===== config.mk =====
export PLATFORM = sky130hd
export DESIGN_NAME = t_ff_toggle_monitor
export DESIGN_NICKNAME = d
export VERILOG_FILES = /design/src/rtl/t_ff_mon_pkg.sv /design/src/rtl/t_ff_toggle_monitor_edge_det.sv /design/src/rtl/t_ff_toggle_monitor.sv
export SDC_FILE = /design/constraint.sdc
export NUM_CORES = 1
export LEC_CHECK = 0
export CORE_MARGIN = 3
export CORE_UTILIZATION = 42
export CTS_CLUSTER_DIAMETER = 80
export DETAILED_ROUTE_END_ITERATION = 6
export PLACE_DENSITY = 0.65
export SLEW_MARGIN = 20
export SYNTH_ARGS = -nofsm -noshare
export SYNTH_HDL_FRONTEND = slang
export SYNTH_SLANG_ARGS = --single-unit

===== constraint.sdc =====
create_clock -name clk -period 2.5 [get_ports clk]
set_input_delay 0.75 -clock clk [delete_from_list [all_inputs] [get_ports clk]]
set_output_delay 0.75 -clock clk [all_outputs]
set_load 0.02 [all_outputs]

===== src/rtl/t_ff_mon_pkg.sv =====
// Shared types and defaults for the T flip-flop monitors.
package t_ff_mon_pkg;

   localparam int CNT_W_DEF = 8;
   localparam int PER_W_DEF = 16;

   typedef enum logic {
      ST_EMPTY = 1'b0,
      ST_FULL  = 1'b1
   } state_e;

   // Toggle record at the default widths.
   typedef struct packed {
      logic [CNT_W_DEF-1:0] count;
      logic [PER_W_DEF-1:0] period;
      logic                 level;
      logic                 lost;
   } mon_rec_t;

endpackage


===== src/rtl/t_ff_toggle_monitor_edge_det.sv =====
// Edge detector on a signal that is already synchronous to clk.
module edge_det (
   input  logic clk,
   input  logic rst,
   input  logic q_in,
   output logic toggle,
   output logic level
);

   logic q_d;

   // Delayed copy of q_in. It resets to 0, so an input held high through reset
   // shows up as a rising toggle on the first cycle after release.
   always_ff @(posedge clk or posedge rst) begin
      if (rst) q_d <= 1'b0;
      else     q_d <= q_in;
   end

   assign toggle = q_in ^ q_d;
   assign level  = q_in;

endmodule


===== src/rtl/t_ff_toggle_monitor.sv =====
// Monitors a T flip-flop Q: counts toggles, measures the period between them,
// and offers one record per toggle on a valid/ready port, dropping on overflow.
module t_ff_toggle_monitor
   import t_ff_mon_pkg::*;
#(
   parameter int CNT_W = CNT_W_DEF,
   parameter int PER_W = PER_W_DEF
) (
   input  logic             clk,
   input  logic             rst,
   input  logic             q_in,
   input  logic             clr,
   output logic             out_valid,
   input  logic             out_ready,
   output logic [CNT_W-1:0] out_count,
   output logic [PER_W-1:0] out_period,
   output logic             out_level,
   output logic             out_lost,
   output logic [CNT_W-1:0] toggle_cnt
);

   // Same layout as mon_rec_t, sized to this instance's parameters.
   typedef struct packed {
      logic [CNT_W-1:0] count;
      logic [PER_W-1:0] period;
      logic             level;
      logic             lost;
   } rec_t;

   logic             toggle;
   logic             level;
   state_e           state_q, state_d;
   logic             load, drop;
   logic [PER_W-1:0] per_cnt, per_next;
   logic [CNT_W-1:0] cnt_next;
   logic             lost_r;
   rec_t             rec_q;

   edge_det u_edge (
      .clk    (clk),
      .rst    (rst),
      .q_in   (q_in),
      .toggle (toggle),
      .level  (level)
   );

   // Saturating increment doubles as the captured period (per_cnt+1, clamped).
   assign per_next = (per_cnt == '1) ? per_cnt : per_cnt + PER_W'(1);
   assign cnt_next = toggle_cnt + CNT_W'(1);

   // Output-slot state register.
   always_ff @(posedge clk or posedge rst) begin
      if (rst) state_q <= ST_EMPTY;
      else     state_q <= state_d;
   end

   // Next state plus load/drop decisions; clr overrides toggles and handshakes.
   always_comb begin
      state_d = state_q;
      load    = 1'b0;
      drop    = 1'b0;
      case (state_q)
         ST_EMPTY: begin
            if (toggle) begin
               load    = 1'b1;
               state_d = ST_FULL;
            end
         end
         ST_FULL: begin
            if (toggle) begin
               if (out_ready) load = 1'b1;
               else           drop = 1'b1;
            end else if (out_ready) begin
               state_d = ST_EMPTY;
            end
         end
         default: state_d = ST_EMPTY;
      endcase
      if (clr) begin
         state_d = ST_EMPTY;
         load    = 1'b0;
         drop    = 1'b0;
      end
   end

   // Toggle and period counters keep running even when a record is dropped.
   always_ff @(posedge clk or posedge rst) begin
      if (rst) begin
         toggle_cnt <= '0;
         per_cnt    <= '0;
      end else if (clr) begin
         toggle_cnt <= '0;
         per_cnt    <= '0;
      end else if (toggle) begin
         toggle_cnt <= cnt_next;
         per_cnt    <= '0;
      end else begin
         per_cnt    <= per_next;
      end
   end

   // Record register and sticky lost flag; load and drop are mutually exclusive.
   always_ff @(posedge clk or posedge rst) begin
      if (rst) begin
         rec_q  <= '0;
         lost_r <= 1'b0;
      end else if (clr) begin
         lost_r <= 1'b0;
      end else if (load) begin
         rec_q  <= '{count: cnt_next, period: per_next, level: level, lost: lost_r};
         lost_r <= 1'b0;
      end else if (drop) begin
         lost_r <= 1'b1;
      end
   end

   assign out_valid  = (state_q == ST_FULL);
   assign out_count  = rec_q.count;
   assign out_period = rec_q.period;
   assign out_level  = rec_q.level;
   assign out_lost   = rec_q.lost;

endmodule


# Word-level counts from Yosys, hierarchy flattened
# Cells that the tools add are included.
# Widths: inputs -> output; s select.
[totals]
reg_bits = 53
inputBits = 5
out_inout_bits = 35
word_cells = 38
[op_classes]
n_addsub = 2
eq_ne = 1
mux = 20
bitwise = 3
reduce_logical = 3
[op_table]
columns = ["op", "count"]
rows = [
  ["$mux 16", 3],
  ["$add 16x1->16 const B", 1],
  ["$eq 16x16->1 const B", 1],
  ["$mux 8", 2],
  ["$mux 1", 13],
  ["$add 8x1->8 const B", 1],
  ["$pmux 1 s2", 2],
  ["$reduce_bool 3->1", 1],
  ["$not 1->1", 2],
  ["$reduce_and 2->1", 1],
  ["$reduce_bool 2->1", 1],
  ["$xor 1x1->1", 1],
]

# Logic depth before layout (Yosys ltp)
# Gate-level depths: netlist of the first run.
[logic_depth]
depth_word = 7
depth_mapped = 6
ltp_nobuf = 5

# By module
# From an unflattened synthesis of the first run, not the netlist that was laid out.
[unflattened]
cells_unflattened = 249
hier_area_um2 = 2443.6
[modules_own_cells]
columns = ["mod", "n_inst", "cells_per_inst", "area_per_inst_um2", "seq_area_each_um2"]
rows = [
  ["t_ff_toggle_monitor", 1, 245, 2398.6, 1301.2],
  ["edge_det", 1, 4, 45.0, 25.0],
]

# Least setup slack after synthesis of the first run
# OpenSTA, ideal clock, no wires.
[synth_path]
path_kind = "input-to-reg"
from = "input q_in"
to = "register rec_q (netlist bit out_period[7])"
setup_ps = 69
t_arrival_ps = 1990
required_time_ps = 2431
slack_ps = 441
cell_stages = 5
path_buffers = 1
cell_sequence = "xnor2_1 -> or3_1 -> clkbuf_1 -> or4_1 -> nand3_1"
[synth_via]
elab_chain_cells = 5
elab_cells_between_ends = 6
classes_between = "4 x mux; 1 x bitwise; 1 x reduce/logical"
[synth_rtl]
columns = ["item", "line", "rtl"]
rows = [
  ["start: declaration", "t_ff_toggle_monitor.sv:11", "input logic q_in,"],
  ["$xor 1x1->1 *", "t_ff_toggle_monitor_edge_det.sv:19", "assign toggle = q_in ^ q_d;"],
  ["$mux 1 (on tied branches)", "t_ff_toggle_monitor.sv:70, t_ff_toggle_monitor.sv:64", ""],
  ["$pmux 1 s2 *", "t_ff_toggle_monitor.sv:62", "case (state_q)"],
  ["$mux 1 *", "t_ff_toggle_monitor.sv:79", "if (clr) begin"],
  ["$reduce_and 2->1 (no source line) *", "-", ""],
  ["end signal: assignment", "t_ff_toggle_monitor.sv:110", "rec_q <= '{count: cnt_next, period: per_next, level: level, lost: lost_r};"],
  ["end: declaration", "t_ff_toggle_monitor.sv:37", "rec_t rec_q;"],
]
# Mark *: on every way between the ends. The rest lies on a longest branch, timed or not.
# A chain may end at the register's enable or synchronous reset.

# Final worst setup path of the first run
[layout_path]
from = "register toggle_cnt[2]"
to = "output toggle_cnt[2]"
[layout_rtl]
columns = ["item", "line", "rtl"]
rows = [
  ["start: declaration", "t_ff_toggle_monitor.sv:19", "output logic [CNT_W-1:0] toggle_cnt"],
  ["start signal: assignment", "t_ff_toggle_monitor.sv:95", "toggle_cnt <= cnt_next;"],
]
# No word-level cell between the ends.

==> flow_metrics.env, run 1 <==
export IMPL_multi_input_comb_area_sq_um=1016
export IMPL_num_rows=26
export IMPL_first_iter_violations=112
export IMPL_final_hold_violation_count=0
export IMPL_final_critical_path_setup_slack_ns=0.3241
export IMPL_layout_nets=300
export IMPL_max_cap_viol_count=0
export IMPL_initial_utilization=0.4529
export IMPL_worstHoldPathType="reg -> reg"
export IMPL_postCtsSetupBuffers=0
export IMPL_async_flop_share=1.000
export IMPL_via_per_inst=5.332
export IMPL_crit_type="reg -> out"
export IMPL_fin_tns_setup_ns=0
export IMPL_grt_pass1_vias=1910
export IMPL_max_freq_ghz=0.4596
export IMPL_dieArea_sq_um=6699
export IMPL_pwr_share_comb=0.141
export IMPL_root_buffer="clkbuf_8"
export IMPL_clk_latency_ns=0.30
export IMPL_grt_pass1_wl_um=8852
export IMPL_instances_no_fill=364
export IMPL_relSlewSlack=0.5462
export IMPL_crit_arrival_ns=1.43
export IMPL_finalCriticalPeriod_ns=2.176
export IMPL_dp_final_hpwl_um=3610
export IMPL_status="completed"
export IMPL_routed_top_layer="met4"
export IMPL_crit_family="buffers and inverters"
export IMPL_rrSetupSlack_ns=0.41
export IMPL_crit_buf_inv=1
export IMPL_antenna_cells=0
export IMPL_core_area_sq_um=5335
export IMPL_p_seq_frac=0.526
export IMPL_slowest_stage="clkdlybuf4s50_1"
export IMPL_wl_um=5164
export IMPL_io_buffers=39
export IMPL_period_share=0.8703
export IMPL_place_inst=356
export IMPL_postRouteAntennaNets=0
export IMPL_pre_cts_ws_ns=0.02566
export IMPL_syn_area_sq_um=2416
export IMPL_whs_ns=0.4852
export IMPL_first_pass_iters=4
export IMPL_fp_dieH_um=81.85
export IMPL_required_ns=1.75
export IMPL_cp_slowest_stage_delay_ns=0.65
export IMPL_slew_violations=0
export IMPL_synth_warnings=0
export IMPL_p_int_mw=1.303
export IMPL_synth_edf_count=0
export IMPL_p_clk_frac=0.333
export IMPL_leakage_nw=1.230
export IMPL_cts_tree="built"
export IMPL_clock_sinks=53
export IMPL_antenna_found_initial=0
export IMPL_syn_area_per_cell_sq_um=9.626
export IMPL_synth_seq_cells=53
export IMPL_drt_met1_wl_um=2531
export IMPL_crit_fanout=6
export IMPL_synthesis_nets=258
export IMPL_syn_to_final_growth_pct=25.43
export IMPL_worstPathCellList="clkdlybuf4s50_1"
export IMPL_vias=1941
export IMPL_wl_met3_um=203
export IMPL_synthCells=251
export IMPL_wl_per_cell_um=14.19
export IMPL_grt_max_degree=54
export IMPL_worst_slew_pin_slew_ns=0.6719
export IMPL_htreeDepth=2
export IMPL_boundaryPins=40
export IMPL_gr_total_overflow=0
export IMPL_finalSetupViolCount=0
export IMPL_seq_area_sq_um=1326
export IMPL_die_w_um=81.85
export IMPL_ir_drop_mv=0.2954
export IMPL_nFillCells=499
export IMPL_drc_errors=0
export IMPL_ys_types=36
export IMPL_drive_above_1_share=0.06463
export IMPL_finalClockSkew_ns=0.009810
export IMPL_cp_start_kind="register"
export IMPL_crit_path_end_kind="output port"
export IMPL_ys_flop_type="dfrtp_1"
export IMPL_finalWeightedCongestion=0.8227
export IMPL_ctsResizeCount=0
export IMPL_clockBufferDepth=2
export IMPL_clkTransAtPathRegs_ns=0.10
export IMPL_p_switching_mw=0.4533
export IMPL_rsz0062_at_grt="no"
export IMPL_seq_area_frac_synth=0.5489
export IMPL_postCtsHoldBufs=0
export IMPL_cts_buffers=5
export IMPL_track_usage=0.1687
export IMPL_wl_met2_um=2377
export IMPL_sw_frac_of_total=0.2580
export IMPL_powerDensity_nw_per_um2=579.6
## synth_stat cells (2+ instances only)
library cell / n / area [sq um]
a21oi_1: 9 / 45.04
a31oi_1: 3 / 18.77
and3_1: 2 / 12.51
and4_1: 3 / 26.28
clkbuf_1: 10 / 37.54
dfrtp_1: 53 / 1326
ha_1: 2 / 25.02
inv_1: 7 / 26.28
mux2i_1: 7 / 70.07
nand2_1: 35 / 131.4
nand2b_1: 2 / 12.51
nand3_1: 8 / 40.04
nand4_1: 7 / 43.79
nor2_1: 25 / 93.84
nor2b_1: 2 / 12.51
nor3_1: 8 / 40.04
nor4_1: 4 / 25.02
o211ai_1: 2 / 15.01
o21ai_0: 25 / 125.1
o31ai_1: 4 / 30.03
or3_1: 7 / 43.79
or4_1: 2 / 15.01
xnor2_1: 10 / 87.58
xor2_1: 2 / 17.52
## registers in the layout, summed over array words and instances, names as in the netlist
name        cells
out_count       8
toggle_cnt      8
out_lost        1
per_cnt        16
out_valid       1
u_edge.q_d      1
out_period     16
out_level       1
lost_r          1
## power by group through the flow
stage | sequential, mW | combinational (mW) | clock [mW]
6_report | 0.924 | 0.248 | 0.585
3_5_place_dp | 0.941 | 0.252 | 0
5_1_grt | 0.930 | 0.272 | 0.632
4_1_cts | 0.925 | 0.253 | 0.596
2_1_floorplan | 0.983 | 0.0875 | 0
3_3_place_gp | 0.942 | 0.249 | 0
## stage by stage
stage	power, mW	utilization	cell area (sq um)
after detailed placement	1.193	0.5471	2919
final	1.757	0.5680	3030
after floorplan	1.070	-	2416
after global routing	1.834	0.5680	3030
after global placement	1.191	0.5471	2919
after CTS	1.774	0.5680	3030
## path summary, 6_finish.rpt
path,from,cells past startpoint,endpoint
max reg2reg,per_cnt[0]$_DFF_PP0_,6,out_period[1]$_DFFE_PP0P_
max in group asynchronous,rst,3,out_period[9]$_DFFE_PP0P_
min reg2reg,out_period[11]$_DFFE_PP0P_,2,out_period[11]$_DFFE_PP0P_
max,toggle_cnt[2]$_DFFE_PP0P_,1,toggle_cnt[2]
min,out_period[11]$_DFFE_PP0P_,2,out_period[11]$_DFFE_PP0P_
min in group asynchronous,rst,3,out_valid$_DFF_PP0_
## cell usage in the layout, fill, tap and decap left out, drive strengths merged, types with 2 or more instances in the layout
master	instances
ha	2
xor2	2
and4	3
o21ai	25
dfrtp	53
inv	7
or4	2
nand4	8
a31oi	3
o211ai	2
nor4	5
nand3	8
and3	2
o31ai	4
nand2	35
a21oi	9
mux2i	7
nand2b	2
buf	8
clkdlybuf4s50	39
xnor2	10
or3	7
nor2	25
nor2b	2
clkbuf	6
nor3	8
## cell families after synthesis
| kind of cell | share of synthesized area |
|---|---|
| and+or+nand+nor | 0.2273 |
| DFF | 0.5489 |
| AOI/OAI and AO/OA | 0.1103 |
| buffers and inverters | 0.03055 |
| xor gates and xnor gates | 0.04350 |
| muxes | 0.02900 |
| adders and majority gates | 0.01036 |
## cell type report
type,instances,share of cell area
sequential,53,0.4377
multi-input combinational,179,0.3353
timing repair buffer,47,0.1528
tap,70,0.02890
clock buffer,6,0.02395
clock inverter,2,0.01280
inverter,7,0.008671
## metal layers
layer | vias up | global-route usage
met5 | - | 0
met4 | 0 | 0.04651
met3 | 7 | 0.04057
met2 | 34 | 0.2787
met1 | 942 | 0.2208
li1 | 958 | -
Power figures use the tool's default switching activity.
==> run 2: changes to the inputs <==
--- a/config.mk
+++ b/config.mk
@@ -9,7 +9,7 @@
 export CORE_UTILIZATION = 42
 export CTS_CLUSTER_DIAMETER = 80
 export DETAILED_ROUTE_END_ITERATION = 6
-export PLACE_DENSITY = 0.65
+export PLACE_DENSITY = 0.68
 export SLEW_MARGIN = 20
 export SYNTH_ARGS = -nofsm -noshare
 export SYNTH_HDL_FRONTEND = slang
==> constraint.sdc (replaced) <==
create_clock -name clk -period 1.8 [get_ports clk]
set_input_delay 0.54 -clock clk [delete_from_list [all_inputs] [get_ports clk]]
set_output_delay 0.54 -clock clk [all_outputs]
set_load 0.02 [all_outputs]
==> run 2 against run 1 <==
Against the previous run:
- global-route usage grew 0.39 points
- power is 29% higher
- non-clock buffer count grew 22
- clock-buffer cell count unchanged
- routed wire length is 1.1% higher
- sequential share of layout area fell by 2.2 points
- first-iteration DRC count shrank 11%
- setup slack worse by 0.30 ns
- final cell count rose by 6.0%
- clock skew decreased by 0.0055 ns
- via count grew 2.6%
==> flow_metrics.env, run 2 (synthesized netlist as in run 1, its figures left out) <==
export IMPL_crit_buf_inv=1
export IMPL_core_area_sq_um=5335
export IMPL_cts_buffers=5
export IMPL_finalCriticalPeriod_ns=1.772
export IMPL_crit_family="simple AND/OR/NAND/NOR gates"
export IMPL_leakage_nw=1.489
export IMPL_worstPathCellList="dlygate4sd2_1 > xnor2_4 > or3_4 > or4_1 > nand3_1"
export IMPL_antenna_cells=0
export IMPL_dieArea_sq_um=6699
export IMPL_fp_dieH_um=81.85
export IMPL_multi_input_comb_area_sq_um=1052
export IMPL_status="completed"
export IMPL_nFillCells=504
export IMPL_busiest_layer="met2"
export IMPL_dp_final_hpwl_um=3785
export IMPL_required_ns=2.04
export IMPL_finalClockSkew_ns=0.004304
export IMPL_use_met2=0.2900
export IMPL_pre_cts_ws_ns=-0.5603
export IMPL_crit_type="in -> reg"
export IMPL_drc_errors=0
export IMPL_final_cell_mix="dfrtp_1, dlygate4sd2_1, nand2_1, buf_4"
export IMPL_cp_slowest_stage_delay_ns=0.51
export IMPL_syn_to_final_growth_pct=32.06
export IMPL_final_common_cell="dfrtp_1"
export IMPL_clockBufferDepth=2
export IMPL_wl_per_cell_um=13.53
export IMPL_first_iter_violations=100
export IMPL_max_freq_ghz=0.5643
export IMPL_grt_use_met3=0.04276
export IMPL_finalSetupViolCount=0
export IMPL_clk_latency_ns=0.30
export IMPL_finalWeightedCongestion=0.8482
export IMPL_htreeDepth=2
export IMPL_rsz0062_at_grt="yes"
export IMPL_crit_fanout=4
export IMPL_worst_slew_pin_slew_ns=0.4488
export IMPL_initial_utilization=0.4529
export IMPL_design_area_sq_um=3191
export IMPL_final_hold_violation_count=0
export IMPL_drive_above_1_share=0.1456
export IMPL_seq_area_sq_um=1326
export IMPL_relSlewSlack=0.7001
export IMPL_totalPowerFinal_mw=2.269
export IMPL_gr_total_overflow=0
export IMPL_layout_nets=322
export IMPL_crit_path_end_kind="register"
export IMPL_wl_um=5221
export IMPL_die_w_um=81.85
export IMPL_grt_use_met1=0.2223
export IMPL_crit_arrival_ns=2.01
export IMPL_period_share=0.9844
export IMPL_slew_violations=0
export IMPL_worstHoldPathType="reg -> reg"
export IMPL_placed_area_sq_um=3117
export IMPL_track_usage=0.1726
export IMPL_postCtsHoldBufs=0
export IMPL_clock_sinks=53
export IMPL_via_per_inst=5.158
export IMPL_grt_max_degree=32
export IMPL_fin_tns_setup_ns=0
export IMPL_cp_start_kind="input port"
export IMPL_first_pass_iters=4
export IMPL_ir_drop_mv=0.6181
export IMPL_num_rows=26
export IMPL_powerDensity_nw_per_um2=711.0
export IMPL_root_buffer="clkbuf_8"
export IMPL_boundaryPins=40
export IMPL_clkTransAtPathRegs_ns=0.09
export IMPL_final_critical_path_setup_slack_ns=0.02803
export IMPL_cts_tree="built"
export IMPL_vias=1991
export IMPL_max_cap_viol_count=0
export IMPL_postRouteAntennaNets=0
export IMPL_io_buffers=39
export IMPL_grt_pass1_vias=1957
export IMPL_antenna_found_initial=0
export IMPL_slowest_stage="or4_1"
export IMPL_grt_pass1_wl_um=9025
==> run 2: path summary, 6_finish.rpt <==
kind	cells past startpoint	slack, ns	from	endpoint
max in group asynchronous	3	0.78	rst	toggle_cnt[4]$_DFFE_PP0P_
min	2	0.48	out_period[10]$_DFFE_PP0P_	out_period[10]$_DFFE_PP0P_
min in group asynchronous	2	0.59	rst	out_period[4]$_DFFE_PP0P_
max reg2reg	6	0.14	per_cnt[1]$_DFF_PP0_	out_period[1]$_DFFE_PP0P_
min reg2reg	2	0.48	out_period[10]$_DFFE_PP0P_	out_period[10]$_DFFE_PP0P_
max	5	0.03	q_in	out_period[7]$_DFFE_PP0P_
==> run 2: through the flow <==
| step | hold WS [ns] | instances | util |
|---|---|---|---|
| floorplan | 0.4385 | 251 | - |
| global placement | 0.4608 | 376 | 0.5842 |
| detailed placement | 0.4545 | 376 | 0.5842 |
| CTS | 0.4857 | 384 | 0.5912 |
| global route | 0.5094 | 386 | 0.5980 |
| finish | 0.4781 | 386 | 0.5980 |
==> run 2: routing by layer <==
layer,wire [um],share of wire
met1,2486,0.48
met2,2452,0.47
met3,251,0.048
met4,31,0.0059
met5,0,0
==> run 2: cell type report <==
type                            count  share of cell area
Sequential cell                    53              0.4157
Clock inverter                      2            0.003137
Clock buffer                        6             0.02275
Tap cell                           70             0.02745
Inverter                            7            0.009412
Multi-Input combinational cell    179              0.3298
Timing Repair Buffer               69              0.1918
==> run 2: tightest hold or removal path: stages, from the launching register on <==
cell and delay [ns]:
dfrtp_1 0.35, nand2_1 0.04, o21ai_0 0.06
==> run 2: timing repair <==
item                                    in CTS  in global routing
endpoints found under the setup margin      59                  7
resized for setup                           36                  5
setup buffers                                0                  2
==> run 2: power by group <==
part	leakage, nW	internal (mW)	switching, mW	total (mW)
clock	0.0450	0.271	0.371	0.642
combinational	0.724	0.140	0.212	0.351
sequential	0.720	1.24	0.0307	1.28
total	1.49	1.65	0.614	2.27
